==> src/rtl/moving_average_master.sv <==
// moving_average_master
//   Streaming moving-average filter for 10-bit unsigned samples. Four running
//   averages (windows of 2, 4, 8 and 16 samples) are kept in parallel from a
//   shared 16-entry sample history. A 2-bit select chooses which average is
//   registered to the output one clock after each accepted sample.
//
//   Optional build macro: MOVING_AVERAGE_ROUND_EN
//     undefined : average = floor(sum / N)
//     defined   : average = floor((sum + N/2) / N)   (round half up)
//
// Ports (tiny-tapeout user-project pinout):
//   clk      in   system clock, rising-edge
//   rst_n    in   asynchronous active-low reset
//   ena      in   design enable; samples accepted only when 1
//   ui_in    in   sample bits [7:0]
//   uio_in   in   [0] strobe_in, [3:2] sample bits [9:8], [7:6] filter select
//   uo_out   out  average bits [7:0]
//   uio_out  out  [1] strobe_out, [5:4] average bits [9:8], others 0
//   uio_oe   out  constant 8'b0011_0010
module moving_average_master #(
  parameter int DATA_W    = 10,
  parameter int MAX_LOG2N = 4
) (
  input  logic       clk,
  input  logic       rst_n,
  input  logic       ena,
  input  logic [7:0] ui_in,
  input  logic [7:0] uio_in,
  output logic [7:0] uo_out,
  output logic [7:0] uio_out,
  output logic [7:0] uio_oe
);

  localparam int DEPTH = 1 << MAX_LOG2N;
  localparam int SUM_W = DATA_W + MAX_LOG2N;

  logic [DATA_W-1:0] hist [DEPTH];
  logic [SUM_W-1:0]  sum  [MAX_LOG2N];
  logic [DATA_W-1:0] avg  [MAX_LOG2N];

  logic [DATA_W-1:0] sample;
  logic [1:0]        filter_select;
  logic              strobe_in;
  logic              accept;
  logic              accept_d;
  logic [DATA_W-1:0] data_out;
  logic              strobe_out;

  // Pins that carry no function; the name keeps lint quiet about them.
  logic unused_pins;
  assign unused_pins = &{1'b0, uio_in[1], uio_in[5:4]};

  assign sample        = {uio_in[3:2], ui_in};
  assign strobe_in     = uio_in[0];
  assign filter_select = uio_in[7:6];
  assign accept        = ena & strobe_in;

  // Shift history (newest at index 0) and update every running sum. Window
  // index i covers N = 2^(i+1) samples, so the sample falling out of that
  // window is the one currently sitting at hist[N-1].
  always_ff @(posedge clk or negedge rst_n) begin
    if (!rst_n) begin
      for (int j = 0; j < DEPTH; j++) hist[j] <= '0;
      for (int i = 0; i < MAX_LOG2N; i++) sum[i] <= '0;
    end else if (accept) begin
      hist[0] <= sample;
      for (int j = 1; j < DEPTH; j++) hist[j] <= hist[j-1];
      for (int i = 0; i < MAX_LOG2N; i++)
        sum[i] <= sum[i] + SUM_W'(sample) - SUM_W'(hist[(2 << i) - 1]);
    end
  end

  // Divide each sum by its window size. The extra bit on the widened sum
  // leaves headroom for the rounding offset.
  always_comb begin
    for (int i = 0; i < MAX_LOG2N; i++) begin
      logic [SUM_W:0] widened;
      widened = {1'b0, sum[i]};
`ifdef MOVING_AVERAGE_ROUND_EN
      widened = widened + ((SUM_W + 1)'(1) << i);
`endif
      avg[i] = DATA_W'(widened >> (i + 1));
    end
  end

  // One clock after an accept, the chosen average is registered and the
  // output strobe pulses. The pending flag ignores ena so an accepted sample
  // always produces its output even if ena drops in between.
  always_ff @(posedge clk or negedge rst_n) begin
    if (!rst_n) begin
      accept_d   <= 1'b0;
      strobe_out <= 1'b0;
      data_out   <= '0;
    end else begin
      accept_d   <= accept;
      strobe_out <= accept_d;
      if (accept_d) data_out <= avg[filter_select];
    end
  end

  assign uo_out  = data_out[7:0];
  assign uio_out = {2'b00, data_out[9:8], 2'b00, strobe_out, 1'b0};
  assign uio_oe  = 8'b0011_0010;

endmodule

==> config.mk <==
export PLATFORM = sky130hd
export DESIGN_NAME = moving_average_master
export DESIGN_NICKNAME = d
export VERILOG_FILES = /design/src/rtl/moving_average_master.sv
export SDC_FILE = /design/constraint.sdc
export NUM_CORES = 1
export LEC_CHECK = 0
export CORE_UTILIZATION = 40
export CTS_CLUSTER_DIAMETER = 50
export DETAILED_ROUTE_END_ITERATION = 10
export HOLD_SLACK_MARGIN = 0.06
export PLACE_DENSITY_LB_ADDON = 0.05
export SLEW_MARGIN = 20
export SYNTH_ARGS = -nofsm -noshare
export SYNTH_HDL_FRONTEND = slang
export SYNTH_SLANG_ARGS = --single-unit
==> constraint.sdc <==
create_clock -name clk -period 2.98 [get_ports clk]
set_input_delay 0.596 -clock clk [delete_from_list [all_inputs] [get_ports clk]]
set_output_delay 0.596 -clock clk [all_outputs]
set_load 0.05 [all_outputs]
### After elaboration in Yosys (flattened, before gate mapping)

Index checks and enable logic that the tools add are counted.
Widths: inputs -> output; s select.

* bits in registers: 228
* bits of input ports: 19
* output and inout port bits: 24
* logic and storage cells: 37

* $add $sub $neg: 8
* $lt $le $gt $ge: 1
* multiplexer cells: 3
* bitwise operators: 2

Operators by type and width (count)
* $add 14x10->14: 4
* $sub 14x10->14: 4
* $bmux 10 s2: 1
* $mux 10: 2
* $ge 3x3->1 const B: 1
* $not 2->3: 1
* $and 1x1->1: 1

### Logic depth before layout (Yosys ltp)

Gate-level depths: netlist of run 1.

* word-level depth: 4
* depth in mapped cells: 12
* gate-level depth less buffers: 12

### Worst setup path after synthesis of run 1

OpenSTA, ideal clock, no wires.

* path kind: input to register
* start point: input ui_in[1]
* end point: register sum (netlist bit avg[39])
* library setup time: 0.132 ns
* arrival time: 2.772 ns
* required time: 2.848 ns
* slack: 0.077 ns
* stages: 9
* buffers on the path: 0
* path through: inv_1 > fa_1 > inv_1 > fa_1 > a211oi_1 > o21bai_1 > o21ai_0 > o221ai_1 > xor2_1

* cells in the longest elaborated chain, start to end: 2

Ends and longest elaborated chain
* start, declared: line 27 `input logic [7:0] ui_in,`
* $add 14x10->14: line 69 `sum[i] <= sum[i] + SUM_W'(sample) - SUM_W'(hist[(2 << i) - 1]);`
* $sub 14x10->14: line 69
* end signal, assigned by index: line 69
* end, declared: line 38 `logic [SUM_W-1:0] sum [MAX_LOG2N];`

Every way passes these cells.
A chain may end at the register's enable or synchronous reset.

### Final worst setup path of run 1

* start point: input ui_in[6]
* end point: register sum (netlist bit avg[8])

The elaborated chain is that of the path after synthesis.

==> impl_results.md, run 1 <==
* Status: finished clean
* Routability cong. at between 0.8 and 0.9
* Setup Skew at 14.49 ps
* Vias in the first global route at between 8,000 and 9,000
* Worst-Margin Slew at 547.4 ps
* Clock sink total at 222
* Global-route wire length before repair at roughly 46 mm
* Pwr dens at between 1000 and 1500 nW/um^2
* FILL cells at 2,726
* Ys async rst share at 1.000
* First drt pass iteration count at 4
* H-tree levels at 2
* Post-Syn Instances at 1,316
* Leak at around 7.7 nW
* Top_reg_cell synth: dfrtp_1
* Post-Route WL at 27.23 mm
* Area grow syn2layout at 25.09%
* Maxcap violations at 0
* Critical Path AT at about 3200 ps
* Setup TNS at 0 ps
* I/O Pins at between 40 and 50
* Main combinational cell family by area after synthesis: simple AND/OR/NAND/NOR gates
* Most frequent cells in the layout: nand2_1, dfrtp_1, inv_1
* Post-synth EDFFs at 0
* Placed cell count at approximately 1,800
* Critical Path Start Type: primary input
* Antenna diodes at 0
* # nets final at roughly 1,500
* Commonest non-fill, non-tap cell in the layout: nand2_1
* FF+latch area at 5555 sq um
* Cts bufs inserted at 35
* Final ANT Viol Nets at 0
* Vias at approximately 8,700
* Worst min path class: in2async
* Final worst-path cycle share at 0.9601
* Synth Area in Simple Gates at 0.1959
* Relative slew slack at 0.6351
* Mux cell area share after synthesis at 0.02946
* Final setup violation count at 0
* Grt total ovfl at 0
* Synth Warn # at 0
* Max-slew violation count at 0
* Reg-to-Reg Start: hist[81]
* Final worst slack at 118.8 ps
* RSZ-0062 raised after global routing: no
* Crit-path max FO at 4
* Setup WS pre-CTS at -638.3 ps
* Yosys top cell area share at 0.4705
* Final Non-Filler Cells at between 1,500 and 2,000
* Clk_lat worst skew at ~500 ps
* Final Critical Period at roughly 2900 ps
* Reg clk slew, reported paths at roughly 50 ps
* Area of the mapped netlist at roughly 12,000 sq um
* Total track usage at 0.1888
* Power, Total at about 17 mW
* Post-Synth Adder-Cell Area at 0.1208
* Die H at 173.8 microns
* Largest net degree at the start of global routing at 81
* Synth Area in Compound Gates at 0.09071
* Worst VDD drop at between 0.4 and 0.5 mV
* Final Hold Fails at 0
* Initial Util at 0.4092
* Max Clk Rate at 349.5 MHz
* DRC at 0
* Detail-routed via count per cell at approximately 4.7
* Syn avg cell area at 8.972 sq um
* Synth area leaders: dfrtp_1, nand2_1, fa_1
* Initial antenna violation count at 0
* Area of the multi-input gates at about 5700 sq um
* HPWL Detailed at roughly 19 mm
* Critical Path RT at around 3400 ps
* Hold buffer count at cts at 0
* Port buffer count at 26
* Post-Synth XOR/XNOR Area at 0.02077
* Rows at 62
* Source of the critical timing path: ui_in[6]
* Bufs on Longest Clock Path at 3
* Final Cell Area at between 10,000 and 15,000 sq um
* Layout cells sized above 1 at 0.1646
* Crit Path Class: in2reg
* Largest area contributor in the netlist: dfrtp_1
* Flops & latches, synth at about 220
* CTS tree: built
* CTS Root Cell: clkbuf_16
* Critical path capture point type: flop
* Register area share after synthesis at 0.4705
* Full die area at around 30,000 sq um
* Avg WL per Cell at 14.74 microns
* 1st-iter DRT viols at ~510
* Distinct cells, synth at 60
* Die X at roughly 170 microns
* Core area at roughly 29,000 sq um
* Post-DP Area at ~13,000 sq um
synth_stat cells, types with 2 or more instances:
cell type and n:
ha_1 50, nand2_1 503, a21o_1 13, conb_1 2, o21bai_1 8, or2_2 2, or3_1 2, o21a_1 7
o21ai_0 71, dfrtp_1 222, a211oi_1 8, and2_1 2, nor4b_1 3, buf_1 9, and3_1 9, o31ai_2 2
o31a_1 2, mux4_2 10, nor3b_1 6, mux2_2 10, fa_1 40, a211oi_2 2, nor2b_1 2, nand3_1 11
buf_4 14, nor2_1 18, nor3_1 7, o22ai_1 4, xor2_1 14, a211o_1 6, nand2b_1 3, inv_1 144
o41ai_1 2, clkbuf_1 39, o21ai_1 4, o31ai_1 2, a21oi_1 21, buf_2 3, a31oi_1 5, xnor2_1 14
where the power goes:
part	switching, mW	internal [mW]
sequential	0.625	3.83
clock	1.49	2.78
combinational	4.32	4.30
total	6.43	10.9
routing by layer:
| metal | vias up | track usage | wire length, microns |
|---|---|---|---|
| met5 | - | 0 | 0 |
| met2 | 109 | 0.3007 | 12270 |
| met1 | 4148 | 0.2637 | 13340 |
| met4 | 0 | 0.05848 | 679 |
| met3 | 43 | 0.03136 | 946 |
| li1 | 4419 | - | - |
path summary, 6_finish.rpt:
kind | end | slack (ps) | depth (start not counted)
min in group clk | hist[147] | 460 | 2
max in group asynchronous | hist[89] | 2210 | 2
min reg2reg | hist[147] | 460 | 2
max reg2reg | avg[19] | 330 | 8
max | avg[8] | 120 | 12
min | hist[108] | 60 | 1
area by class of cell:
| class | instances | area share |
|---|---|---|
| Clock inverter | 14 | 0.01381 |
| Timing Repair Buffer | 141 | 0.08598 |
| Clock buffer | 47 | 0.06929 |
| Tap cell | 384 | 0.03253 |
| Sequential cell | 222 | 0.3761 |
| Inverter | 144 | 0.03820 |
| Multi-Input combinational cell | 896 | 0.3841 |
through the flow:
stage | utilization | hold WS, ps
floorplan | - | 300.4
global placement | 0.4586 | 443.5
detailed placement | 0.4586 | 448.9
global route | 0.5118 | 92.90
CTS | 0.5080 | 68.53
finish | 0.5118 | 59.59
kinds of logic (layout without fill, tap and decap cells):
family                   after synthesis  after routing
buffers and inverters                209            346
flip-flops                           222            222
other                                  2             13
multiplexers                          21             21
AND/OR/NAND/NOR                      576            576
AO/OA/AOI/OAI                        168            168
XOR/XNOR                              28             28
adder cells (fa/ha/maj)               90             90
critical path, stage by stage:
cell and delay (ps):
clkdlybuf4s50_1 470, inv_2 90, buf_4 160, fa_1 520, inv_1 40, ha_1 200, a21o_1 150, a21o_1 190
or3b_2 450, o21ai_2 130, xor2_1 150, o21ai_0 80
registers in the layout, summed over array words and instances (netlist names):
name        flops
hist          160
avg            40
accept_d        1
strobe_out      1
data_out       10
sum            10
what timing repair did:
item / in CTS / in global routing
endpoints found under the setup margin: 16 / 14
pin swaps: 22 / 8
resized for setup: 33 / 18
buffers inserted: 5 / 3
gates cloned: 0 / 0
Note: power is estimated with default switching activity, not from simulation.
==> inputs of run 2 (changes only) <==
CORE_MARGIN = 5   (was default)
TNS_END_PERCENT = 50   (was default)
==> run 2 against run 1 <==
Net effect:
- count of clock-buffer cells in the layout down 5
- final area down 0.24%
- global-route usage shrank 1.9 points
- via count fell by 0.71%
- combinational power is 0.8% lower
- clock power down 1%
- die area rose by 9.4%
- largest cell class unchanged
==> impl_results.md, run 2 (synthesis gave the netlist of run 1 again) <==
* Status: finished clean
* Avg WL per Cell at 14.83 microns (+0.61%)
* Total track usage at 0.1702 (-0.01862)
* Final ANT Viol Nets at 0 (unchanged)
* Crit Path Class: in2reg
* FF+latch area at 5555 sq um (unchanged)
* Detail-routed via count per cell at 4.659 (-1.2%)
* Source of the critical timing path: ui_in[4]
* GR Layer Usage met2 at 0.2763 (-0.02434)
* Initial Util at 0.4016 (-0.007574)
* Port buffer count at 26 (unchanged)
* Initial antenna violation count at 0 (unchanged)
* Reg-to-Reg Start: sum[1]
* Area of the multi-input gates at 5650 sq um (-0.40%)
* Largest net degree at the start of global routing at 77 (-4.9%)
* Full die area at 33,050 sq um (+9.4%)
* CTS tree: built
* Final worst slack at 113.9 ps (-4.832 ps)
* Bufs on Longest Clock Path at 3 (unchanged)
* Final setup violation count at 0 (unchanged)
* FILL cells at 2,790 (+2.3%)
* Pwr dens at 1168 nW/um^2 (-0.49%)
* Most flops, register: hist
* Critical path capture point type: flop
* Power, Total at 17.21 mW (-0.73%)
* Critical Path Start Type: primary input
* Max-slew violation count at 0 (unchanged)
* Met1 Usage GRT at 0.2402 (-0.02343)
* Maxcap violations at 0 (unchanged)
* Final Hold Fails at 0 (unchanged)
* CTS Root Cell: clkbuf_16
* Core area at 29,400 sq um (+1.9%)
* Most frequent cells in the layout: nand2_1, dfrtp_1, inv_1
* First drt pass iteration count at 4 (unchanged)
* Final worst-path cycle share at 0.9618 (+0.001621)
* Max incr delay on CP at 500 ps (-20 ps)
* Worst VDD drop at 0.4386 mV (-9.9%)
* 1st-iter DRT viols at 333 (-35%)
* Met3 Usage GRT at 0.02584 (-0.005518)
* Worst path top cell family by delay: buffers and inverters
* Reg clk slew, reported paths at 60 ps (about the same)
* Worst reg2reg path depth at 11 (+3)
* Worst min path class: in2async
* Post-Route WL at 27.55 mm (+1.2%)
* Max Clk Rate at 348.9 MHz (-0.17%)
* Worst-Margin Slew at 632.6 ps (+85.24 ps)
* Clock sink total at 222 (unchanged)
* Cts bufs inserted at 36 (+2.9%)
* Vias in the first global route at 8,649 (-1.4%)
* Vias at 8,657 (-0.71%)
* Setup WS pre-CTS at -665.6 ps (-27.36 ps)
* CP cell instances: clkdlybuf4s50_1 > clkinvlp_4 > buf_6 > fa_1 > inv_1 > ha_1 > and3_4 > and3_1 > a2111oi_4 > xor2_1 > o21ai_0
* Antenna diodes at 0 (unchanged)
* Buf+Inv Stages, Crit Path at 4 (unchanged)
* Slowest CP cell: clkdlybuf4s50_1
* Leak at 7.701 nW (about the same)
* I/O Pins at 43 (unchanged)
* H-tree levels at 2 (unchanged)
* Setup TNS at 0 ps (unchanged)
* Critical Path RT at 3330 ps (-20 ps)
* HPWL Detailed at 19.13 mm (+2.9%)
* Largest register FFs at 160 (unchanged)
* GRT busiest layer: met2
* Relative slew slack at 0.5769 (-0.05815)
* # nets final at 1,554 (+0.32%)
* DRC at 0 (unchanged)
* Hold buffer count at cts at 0 (unchanged)
* RSZ-0062 raised after global routing: yes
* Layout cells sized above 1 at 0.1689 (+0.004320)
* Area grow syn2layout at 24.80%
* Final Critical Period at 2866 ps (+4.832 ps)
* Grt total ovfl at 0 (unchanged)
* Clk_lat worst skew at 500 ps (about the same)
* Setup Skew at 14.83 ps (+0.3446 ps)
* Die X at 181.8 microns (+4.6%)
* Die H at 181.8 microns (+4.6%)
* Global-route wire length before repair at 45.98 mm (+0.36%)
* Critical Path AT at 3220 ps (about the same)
* Routability cong. at 0.8026 (-3.9%)
* Crit-path max FO at 5 (+1)
* Levels on crit path at 11 (-1)
* Commonest non-fill, non-tap cell in the layout: nand2_1
* Rows at 63 (+1.6%)
## run 2: repair_timing
action / CTS / global route
setup endpoints to repair: 18 / 19
pin swaps: 13 / 19
gates resized for setup: 15 / 39
buffers inserted: 5 / 4
## run 2: report_power, final
group,internal (mW),total [mW],switching [mW],leakage [nW]
clock network,2.71,4.22,1.51,0.587
registers,3.83,4.45,0.616,2.91
logic,4.24,8.55,4.31,4.21
## run 2: cell type report
cell class	count	area share
multi-input cells	896	0.3835
clock inverters	19	0.01630
inverters	144	0.03821
clock buffers	42	0.06615
repair buffers	145	0.08576
flip-flops and latches	222	0.3770
well taps	390	0.03312
## run 2: final timing paths
kind,end,slack (ps)
setup / recovery,avg[38],110
hold / removal,hist[147],40
setup reg to reg,avg[8],330
hold reg to reg,hist[25],460
max in group asynchronous,hist[115],2110
min in group clk,hist[25],460
## run 2: routing by layer
metal,vias up,wire length (microns)
li1,4425,-
met1,4099,13130
met2,94,13070
met3,39,798
met4,0,557
met5,-,0
## run 2: per-stage QoR
stage / hold WS [ps] / instances / utilization / instance area (sq um)
final: 44.39 / 1858 / 0.5012 / 14740
after detailed placement: 450.3 / 1788 / 0.4499 / 13230
after floorplan: 300.4 / 1327 / - / 11850
after global placement: 444.7 / 1788 / 0.4499 / 13230
after CTS: 71.32 / 1854 / 0.4943 / 14530
after global routing: 86.52 / 1858 / 0.5012 / 14740
